--- src/rtl/imem_write_arb_if.sv ---
// Port bundle for the imem port-A write arbiter: loader bytes, CPU stores, port A.
// No latency of its own; byte_ready and cpu_gnt carry the backpressure.
// Backpressure: requesters hold valid/req until byte_ready/cpu_gnt is seen.
interface imem_write_arb_if #(
    parameter int ADDR_W = 14
);
    logic              boot_en;
    logic              load_clear;
    logic              byte_valid;
    logic [7:0]        byte_data;
    logic              byte_ready;
    logic              cpu_req;
    logic [3:0]        cpu_we;
    logic [ADDR_W-1:0] cpu_addr;
    logic [31:0]       cpu_wdata;
    logic              cpu_gnt;
    logic              imem_ena;
    logic [3:0]        imem_wea;
    logic [ADDR_W-1:0] imem_addra;
    logic [31:0]       imem_dina;
    logic [11:0]       words_loaded;
    logic              busy;

    modport master (
        output boot_en, load_clear, byte_valid, byte_data,
        output cpu_req, cpu_we, cpu_addr, cpu_wdata,
        input  byte_ready, cpu_gnt,
        input  imem_ena, imem_wea, imem_addra, imem_dina, words_loaded, busy
    );

    modport slave (
        input  boot_en, load_clear, byte_valid, byte_data,
        input  cpu_req, cpu_we, cpu_addr, cpu_wdata,
        output byte_ready, cpu_gnt,
        output imem_ena, imem_wea, imem_addra, imem_dina, words_loaded, busy
    );
endinterface

--- src/rtl/imem_write_arb.sv ---
// Shares imem port A between the boot-loader byte stream and CPU stores.
// Latency: a write reaches port A one cycle after acceptance (registered outputs).
// Backpressure: byte_ready drops for the single loader WRITE cycle; cpu_gnt is low then too.
module imem_write_arb #(
    parameter int                ADDR_W    = 14,
    parameter logic [ADDR_W-1:0] BOOT_BASE = '0
) (
    input  logic           clk,
    input  logic           rst_n,
    imem_write_arb_if.slave bus
);
    typedef enum logic [1:0] {IDLE, COLLECT, WRITE} state_t;

    state_t            state;
    logic [1:0]        byte_cnt;
    logic [31:0]       word_buf;
    logic [ADDR_W-1:0] load_ptr;
    logic [11:0]       words_q;
    logic              ena_q;
    logic [3:0]        wea_q;
    logic [ADDR_W-1:0] addra_q;
    logic [31:0]       dina_q;
    logic              byte_acc;

    // A byte arriving with load_clear is refused rather than silently dropped.
    assign bus.byte_ready   = rst_n & bus.boot_en & ~bus.load_clear & (state != WRITE);
    assign byte_acc         = bus.byte_valid & bus.byte_ready;
    assign bus.cpu_gnt      = rst_n & bus.cpu_req & (state != WRITE) & (bus.cpu_we != 4'h0);
    assign bus.busy         = (state != IDLE);
    assign bus.words_loaded = words_q;
    assign bus.imem_ena     = ena_q;
    assign bus.imem_wea     = wea_q;
    assign bus.imem_addra   = addra_q;
    assign bus.imem_dina    = dina_q;

    always_ff @(posedge clk or negedge rst_n) begin
        if (!rst_n) begin
            state    <= IDLE;
            byte_cnt <= 2'd0;
            word_buf <= 32'h0;
            load_ptr <= BOOT_BASE;
            words_q  <= 12'h0;
            ena_q    <= 1'b0;
            wea_q    <= 4'h0;
            addra_q  <= '0;
            dina_q   <= 32'h0;
        end else begin
            // Loader WRITE wins the port; load_clear cancels it outright.
            if (state == WRITE && !bus.load_clear) begin
                ena_q   <= 1'b1;
                wea_q   <= 4'hF;
                addra_q <= load_ptr;
                dina_q  <= word_buf;
            end else if (bus.cpu_gnt) begin
                ena_q   <= 1'b1;
                wea_q   <= bus.cpu_we;
                addra_q <= bus.cpu_addr;
                dina_q  <= bus.cpu_wdata;
            end else begin
                ena_q   <= 1'b0;
                wea_q   <= 4'h0;
            end

            if (bus.load_clear) begin
                state    <= IDLE;
                byte_cnt <= 2'd0;
                word_buf <= 32'h0;
                load_ptr <= BOOT_BASE;
                words_q  <= 12'h0;
            end else begin
                case (state)
                    IDLE: begin
                        if (byte_acc) begin
                            word_buf <= {24'h0, bus.byte_data};
                            byte_cnt <= 2'd1;
                            state    <= COLLECT;
                        end
                    end
                    COLLECT: begin
                        if (!bus.boot_en) begin
                            state    <= IDLE;
                            byte_cnt <= 2'd0;
                            word_buf <= 32'h0;
                        end else if (byte_acc) begin
                            word_buf[{byte_cnt, 3'b000} +: 8] <= bus.byte_data;
                            byte_cnt <= byte_cnt + 2'd1;
                            if (byte_cnt == 2'd3)
                                state <= WRITE;
                        end
                    end
                    WRITE: begin
                        load_ptr <= load_ptr + ADDR_W'(4);
                        if (words_q != 12'hFFF)
                            words_q <= words_q + 12'd1;
                        byte_cnt <= 2'd0;
                        state    <= IDLE;
                    end
                    default: state <= IDLE;
                endcase
            end
        end
    end
endmodule

--- src/flat_wrapper.sv ---
// flat-port wrapper written by rule: the top's interface ports become plain ports
module imem_write_arb_flat 
#(
    parameter int                ADDR_W    = 14,
    parameter logic [ADDR_W-1:0] BOOT_BASE = '0
)
  (clk, rst_n, bus_boot_en, bus_load_clear, bus_byte_valid, bus_byte_data, bus_cpu_req, bus_cpu_we, bus_cpu_addr, bus_cpu_wdata, bus_byte_ready, bus_cpu_gnt, bus_imem_ena, bus_imem_wea, bus_imem_addra, bus_imem_dina, bus_words_loaded, bus_busy);
  imem_write_arb_if #(.ADDR_W(ADDR_W)) bus_i ();
  input  logic clk;
  input  logic rst_n;
  input wire logic [$bits(bus_i.boot_en)-1:0] bus_boot_en;
  input wire logic [$bits(bus_i.load_clear)-1:0] bus_load_clear;
  input wire logic [$bits(bus_i.byte_valid)-1:0] bus_byte_valid;
  input wire logic [$bits(bus_i.byte_data)-1:0] bus_byte_data;
  input wire logic [$bits(bus_i.cpu_req)-1:0] bus_cpu_req;
  input wire logic [$bits(bus_i.cpu_we)-1:0] bus_cpu_we;
  input wire logic [$bits(bus_i.cpu_addr)-1:0] bus_cpu_addr;
  input wire logic [$bits(bus_i.cpu_wdata)-1:0] bus_cpu_wdata;
  output wire logic [$bits(bus_i.byte_ready)-1:0] bus_byte_ready;
  output wire logic [$bits(bus_i.cpu_gnt)-1:0] bus_cpu_gnt;
  output wire logic [$bits(bus_i.imem_ena)-1:0] bus_imem_ena;
  output wire logic [$bits(bus_i.imem_wea)-1:0] bus_imem_wea;
  output wire logic [$bits(bus_i.imem_addra)-1:0] bus_imem_addra;
  output wire logic [$bits(bus_i.imem_dina)-1:0] bus_imem_dina;
  output wire logic [$bits(bus_i.words_loaded)-1:0] bus_words_loaded;
  output wire logic [$bits(bus_i.busy)-1:0] bus_busy;
  assign bus_i.boot_en = bus_boot_en;
  assign bus_i.load_clear = bus_load_clear;
  assign bus_i.byte_valid = bus_byte_valid;
  assign bus_i.byte_data = bus_byte_data;
  assign bus_i.cpu_req = bus_cpu_req;
  assign bus_i.cpu_we = bus_cpu_we;
  assign bus_i.cpu_addr = bus_cpu_addr;
  assign bus_i.cpu_wdata = bus_cpu_wdata;
  assign bus_byte_ready = bus_i.byte_ready;
  assign bus_cpu_gnt = bus_i.cpu_gnt;
  assign bus_imem_ena = bus_i.imem_ena;
  assign bus_imem_wea = bus_i.imem_wea;
  assign bus_imem_addra = bus_i.imem_addra;
  assign bus_imem_dina = bus_i.imem_dina;
  assign bus_words_loaded = bus_i.words_loaded;
  assign bus_busy = bus_i.busy;
  imem_write_arb #(.ADDR_W(ADDR_W), .BOOT_BASE(BOOT_BASE)) u_core (.clk(clk), .rst_n(rst_n), .bus(bus_i));
endmodule
--- config.mk ---
export PLATFORM = sky130hd
export DESIGN_NAME = imem_write_arb_flat
export DESIGN_NICKNAME = d
export VERILOG_FILES = /design/src/rtl/imem_write_arb_if.sv /design/src/rtl/imem_write_arb.sv /design/src/flat_wrapper.sv
export SDC_FILE = /design/constraint.sdc
export NUM_CORES = 1
export LEC_CHECK = 0
export ABC_AREA = 0
export BUFFER_PORTS_ARGS = -buffer_cell sky130_fd_sc_hd__buf_2
export CORE_MARGIN = 8
export CORE_UTILIZATION = 40
export CTS_BUF_LIST = sky130_fd_sc_hd__clkbuf_4 sky130_fd_sc_hd__clkbuf_8 sky130_fd_sc_hd__clkbuf_16
export DETAILED_ROUTE_END_ITERATION = 7
export GPL_ROUTABILITY_DRIVEN = 0
export SLEW_MARGIN = 15
export SYNTH_ARGS = -nofsm -noshare
export SYNTH_HDL_FRONTEND = slang
export SYNTH_SLANG_ARGS = --single-unit
--- constraint.sdc ---
create_clock -name clk -period 5 [get_ports clk]
set_input_delay 0.5 -clock clk [delete_from_list [all_inputs] [get_ports clk]]
set_output_delay 0.5 -clock clk [all_outputs]
set_load 0.01 [all_outputs]
==> results of run 1 <==
[registers in the layout (all words and copies together), names as in the netlist]
signal	flops
u_core.bus.imem_addra	14
u_core.state	2
u_core.bus.imem_dina	32
u_core.bus.imem_wea	4
u_core.word_buf	32
u_core.bus.words_loaded	12
u_core.byte_cnt	2
u_core.bus.imem_ena	1
u_core.load_ptr	12
[Yosys cell counts, drive strengths merged]
cell,number,share of area (%)
nor3,7,0.66
o31ai,5,0.96
and3,2,0.23
mux2,2,0.42
ha,12,2.8
a2bb2oi,1,0.16
nand4,7,0.82
a31oi,4,0.75
a21oi,53,5.0
inv,84,5.9
o32a,1,0.19
buf,20,2.6
nand4b,1,0.28
a211oi,1,0.14
a22oi,1,0.14
dfrtp,111,52
nand4bb,2,0.42
or3,3,0.35
nand2b,2,0.23
nor2,29,2.0
and4,2,0.38
nand2,57,4.0
a211o,1,0.16
o41ai,1,0.16
mux2i,35,6.6
clkbuf,8,0.56
nor4,4,1.3
o31a,3,0.49
nor2b,1,0.12
nor4bb,1,0.19
xor2,6,0.98
xnor2,9,1.5
and4b,1,0.19
nand3b,1,0.38
and2,3,0.35
nand3,9,0.84
and3b,1,0.16
or4,1,0.14
o22ai,44,5.2
o21ai,3,0.28
[worst register-to-register path, delay by kind of cell (launching register included)]
kind / cells / cell delay [ns]
DFF: 1 / 0.51
and+or+nand+nor: 2 / 1.02
adders and majority gates: 1 / 0.65
buffers and inverters: 1 / 0.27
AOI/OAI and AO/OA: 2 / 0.27
[where the power goes]
part	switching (uW)	internal, uW	leakage (uW)	total (uW)
combinational	197	138	0.00165	335
sequential	42.0	967	0.00140	1010
clock	336	347	0.000137	683
[cells by family (layout without fill, tap and decap cells)]
| logic type | after synthesis | in the layout | synth area share (%) |
|---|---|---|---|
| mux | 37 | 37 | 6.99 |
| fa+ha+maj | 12 | 12 | 2.81 |
| xor+xnor | 15 | 15 | 2.46 |
| flops | 111 | 111 | 52.0 |
| buf+inv | 112 | 234 | 9.02 |
| simple gates | 134 | 134 | 13.1 |
| compound gates | 118 | 118 | 13.6 |
[routing by layer]
metal,vias up,routed length (um),share of wire (%),global-route usage (%)
met5,-,0,0,0
met4,0,129,0.99,3.83
met3,10,787,6.0,4.65
met2,113,5970,46,23.7
met1,1967,6180,47,20.1
li1,2053,-,-,-
[cell type report]
| class | count | area, um2 |
|---|---|---|
| fillers | 1300 | 6770 |
| flip-flops and latches | 111 | 2780 |
| multi-input cells | 316 | 2090 |
| repair buffers | 134 | 686 |
| inverters | 84 | 315 |
| clock buffers | 10 | 233 |
| well taps | 176 | 220 |
| clock inverters | 6 | 43.8 |
[stage by stage]
stage / worst slack (ns) / power, uW / hold WS [ns] / cell area, um2
final: 2.06 / 2030 / 0.0568 / 6360
after global routing: 1.84 / 2140 / 0.0671 / 6360
after CTS: 2.03 / 2060 / 0.0607 / 6360
after detailed placement: 2.10 / 1370 / 0.441 / 6090
after global placement: 2.19 / 1360 / 0.438 / 6090
after floorplan: 3.03 / 1220 / 0.204 / 5340
[final timing paths]
check                                                             to                            startpoint  slack (ns)  depth (start not counted)
worst max-delay path                                     bus_cpu_gnt           u_core.state[1]$_DFFE_PN0P_        2.06                          6
worst min-delay path            u_core.bus.imem_dina[16]$_DFFE_PN0P_                                 rst_n        0.06                          1
worst max register to register   u_core.bus.imem_dina[8]$_DFFE_PN0P_           u_core.state[1]$_DFFE_PN0P_        2.13                          6
worst min register to register  u_core.bus.imem_dina[19]$_DFFE_PN0P_  u_core.bus.imem_dina[19]$_DFFE_PN0P_        0.51                          2
max in group asynchronous           u_core.bus.imem_wea[2]$_DFF_PN0_                                 rst_n        3.96                          2
min in group clk                u_core.bus.imem_addra[0]$_DFFE_PN0P_                       bus_cpu_addr[0]        0.34                          3
==> impl_metrics.py, run 1 <==
metrics = {
    "floorplanning": {
        "row_count": 42,
        "ios": 130,
        "die_height_um": 132,
        "die-area_um2": 17300,
        "start_util_pct": 40.6,
        "fp.dieW_um": 132,
        "coreArea_um2": 13100,
    },
    "critical_path": {
        "critPathBufInv": 3,
        "required_ns": 4.50,
        "critical_path.max_stage_delay_ns": 0.65,
        "critPathArrivalTime_ns": 2.44,
        "path_cells": "ha_1 > and3b_1 > o41ai_2 > buf_4 > inv_1 > buf_2",
        "crit_type": "reg -> out",
        "critPathSlowestCell": "ha_1",
        "critPathTopFamily": "adder cells",
        "crit_path_max_fanout": 19,
        "worstSetupEndpointType": "output port",
        "startpoint_type": "register",
    },
    "timing": {
        "maxSlewHeadroom_pct": 46.7,
        "fmaxAchievable_ghz": 0.340,
        "worstMarginPinSlew_ns": 0.800,
        "tns_ns": 0,
        "finalMaxSlewViolations": 0,
        "layout_min_cycle_time_ns": 2.94,
        "min_period_over_period_pct": 58.8,
        "rsz0062_at_grt": "no",
        "hold_violations": 0,
        "skew_ns": 0.00540,
        "finalSetupViolCount": 0,
    },
    "routing": {
        "drt_first_iter_violations": 169,
        "wl_per_cell_um": 15.6,
        "vias": 4143,
        "drt-vias-per-instance": 4.95,
        "ant_nets": 0,
        "drtPass1Iterations": 5,
        "wirelength_um": 13100,
        "drc": 0,
    },
    "run": {
        "max_cap_viol_count": 0,
    },
    "logic_synthesis": {
        "avgSynthCellArea_um2": 9.90,
        "ys_seq_area_share_pct": 52.0,
        "netlist_instances": 539,
        "yosysUniqueCellTypes": 49,
        "synth_area_um2": 5340,
        "ys_ff_latch": 111,
        "ys_warn_count": 0,
        "synth.net_count": 615,
    },
    "clocking": {
        "clkTransAtPathRegs_ns": 0.08,
        "cts_setup_buffers": 0,
        "hold_buffers": 0,
        "post_cts_resized": 0,
        "insertion_delay_ns": 0.35,
        "cts_buffers": 9,
        "cts_tree": "done",
        "h-tree-depth": 3,
        "cts_buffer_depth": 2,
        "cts_sinks": 111,
        "root_buffer": "clkbuf_16",
    },
    "power": {
        "power_density_nw_per_um2": 319,
        "p_leak_uw": 0.00319,
        "max-vdd-ir-drop_uv": 154,
    },
    "hold_path": {
        "hold_path.class": "in -> async",
    },
    "cells_and_area": {
        "n_antenna_cell": 0,
        "nets": 732,
        "final_common_cell": "buf_2",
        "final_cell_mix": "buf_2, dfrtp_1, inv_1, nand2_1, a21oi_1",
        "utilization_pct": 48.4,
        "drive_gt1_share_pct": 24.7,
        "fin_cells": 837,
        "area_growth_pct": 19.2,
    },
    "global_routing": {
        "grt_overflow_total": 0,
        "antenna_found_initial": 0,
        "grt_pass1_wl_um": 21800,
        "grt_start_max_net_pins": 54,
        "grt_pass1_vias": 4281,
        "track_usage_pct": 15.2,
    },
    "placement": {
        "hpwl_um": 9490,
        "port_buffers": 129,
        "placed_cells_incl_taps": 821,
    },
    "run_status": {
        "status": "finished clean",
    },
}
Note: power is estimated with default switching activity, not from simulation.
==> inputs of run 2 (changes only) <==
==> constraint.sdc (replaced) <==
create_clock -name clk -period 2.9 [get_ports clk]
set_input_delay 0.29 -clock clk [delete_from_list [all_inputs] [get_ports clk]]
set_output_delay 0.29 -clock clk [all_outputs]
set_load 0.01 [all_outputs]
==> impl_metrics.py, run 2 (same netlist as run 1, synthesis figures left out) <==
metrics = {
    "cells_and_area": {
        "multi_input_area_um2": 2090,
        "fill_cells": 1286,
        "final_common_cell": "buf_2",
        "fin_cells": 841,
        "n_antenna_cell": 0,
        "nets": 736,
        "regArea_um2": 2780,
        "drive_gt1_share_pct": 25.0,
        "final_cell_mix": "buf_2, dfrtp_1, inv_1, nand2_1, a21oi_1",
        "area_growth_pct": 20.6,
    },
    "timing": {
        "min_period_over_period_pct": 84.5,
        "fmaxAchievable_ghz": 0.408,
        "finalSetupViolCount": 0,
        "skew_ns": 0.00426,
        "worstMarginPinSlew_ns": 0.625,
        "maxSlewHeadroom_pct": 58.3,
        "rsz0062_at_grt": "no",
        "finalMaxSlewViolations": 0,
        "hold_violations": 0,
        "layout_min_cycle_time_ns": 2.45,
        "tns_ns": 0,
    },
    "critical_path": {
        "reg2reg_from": "u_core.state[1]$_DFFE_PN0P_",
        "reg2regPathDepth": 6,
        "required_ns": 2.61,
        "worstSetupEndpointType": "output port",
        "startpoint": "u_core.state[1]$_DFFE_PN0P_",
        "critPathArrivalTime_ns": 2.16,
        "crit_path_max_fanout": 15,
        "rr_endpoint": "u_core.word_buf[21]$_DFFE_PN0P_",
        "crit_type": "reg -> out",
        "worst-r2r-setup-slack_ns": 0.52,
        "startpoint_type": "register",
        "crit_end": "bus_cpu_gnt",
    },
    "power": {
        "p_leak_uw": 0.00323,
        "power_density_nw_per_um2": 557,
        "max-vdd-ir-drop_uv": 264,
    },
    "global_routing": {
        "grt_start_max_net_pins": 53,
        "grt_pass1_vias": 4373,
        "grt_overflow_total": 0,
        "grt_pass1_wl_um": 22000,
        "track_usage_pct": 15.5,
        "antenna_found_initial": 1,
    },
    "clocking": {
        "root_buffer": "clkbuf_16",
        "post_cts_resized": 0,
        "h-tree-depth": 3,
        "cts_tree": "done",
        "insertion_delay_ns": 0.35,
        "cts_buffer_depth": 2,
        "cts_sinks": 111,
        "cts_buffers": 9,
        "clkTransAtPathRegs_ns": 0.07,
    },
    "routing": {
        "drc": 0,
        "drt-vias-per-instance": 5.00,
        "drt_first_iter_violations": 199,
        "wirelength_um": 13400,
        "drtPass1Iterations": 5,
        "vias": 4202,
        "ant_nets": 0,
        "wl_per_cell_um": 15.9,
    },
    "floorplanning": {
        "die_height_um": 132,
        "start_util_pct": 40.6,
        "die-area_um2": 17300,
        "ios": 130,
        "row_count": 42,
        "fp.dieW_um": 132,
        "coreArea_um2": 13100,
    },
    "placement": {
        "hpwl_um": 9920,
        "port_buffers": 129,
        "placed_cells_incl_taps": 824,
    },
    "hold_path": {
        "hold_path.class": "in -> reg",
        "holdPathStages": 3,
    },
    "run_status": {
        "status": "finished clean",
    },
    "run": {
        "max_cap_viol_count": 0,
    },
}
## run 2: critical path, stage by stage, from the launching register on
cell and delay [ns]:
dfrtp_1 0.49, ha_1 0.39, and3b_1 0.27, o41ai_2 0.09, buf_4 0.29, inv_1 0.12, buf_2 0.15
## run 2: final cells by class
class	instances	area share, %
flip-flops and latches	111	43.2
inverters	84	4.90
well taps	176	3.42
clock inverters	5	0.875
clock buffers	11	3.83
multi-input cells	316	32.5
repair buffers	138	11.4
## run 2: per-stage QoR
step | utilization, % | power, uW | setup WS (ns) | hold slack (ns) | instance area [um2]
detailed placement | 46.6 | 2370 | 0.545 | 0.212 | 6120
floorplan | - | 2110 | 0.954 | -0.00559 | 5340
global placement | 46.6 | 2350 | 0.644 | 0.202 | 6120
CTS | 49.0 | 3650 | 0.393 | 0.124 | 6440
finish | 49.0 | 3590 | 0.448 | 0.138 | 6440
global route | 49.0 | 3770 | 0.258 | 0.151 | 6440
## run 2: how the worst min path moves through the flow
| stage | from | endpoint |
|---|---|---|
| final | bus_cpu_addr[0] | u_core.bus.imem_addra[0]$_DFFE_PN0P_ |
| after detailed placement | rst_n | u_core.bus.imem_dina[17]$_DFFE_PN0P_ |
| after global placement | rst_n | u_core.bus.imem_dina[16]$_DFFE_PN0P_ |
| after CTS | bus_cpu_addr[0] | u_core.bus.imem_addra[0]$_DFFE_PN0P_ |
| after floorplan | rst_n | u_core.bus.imem_addra[0]$_DFFE_PN0P_ |
| after global routing | bus_cpu_addr[1] | u_core.bus.imem_addra[1]$_DFFE_PN0P_ |
## run 2: timing repair
item,4_1_cts,5_1_grt
endpoints found under the hold margin,17,0
buffers inserted,0,0
hold buffers,1,0
## run 2: routing by layer
metal	up-vias	part of all wire, %	global-route usage, %
met5	-	0.075	0
met4	2	0.70	5.17
met3	9	5.7	3.93
met2	109	48	25.5
met1	2022	45	19.6
li1	2060	-	-
## run 2: power by group
part / internal, uW / switching, uW / leakage (uW)
registers: 1670 / 70.2 / 0.00140
logic: 243 / 343 / 0.00168
clock network: 704 / 559 / 0.000149
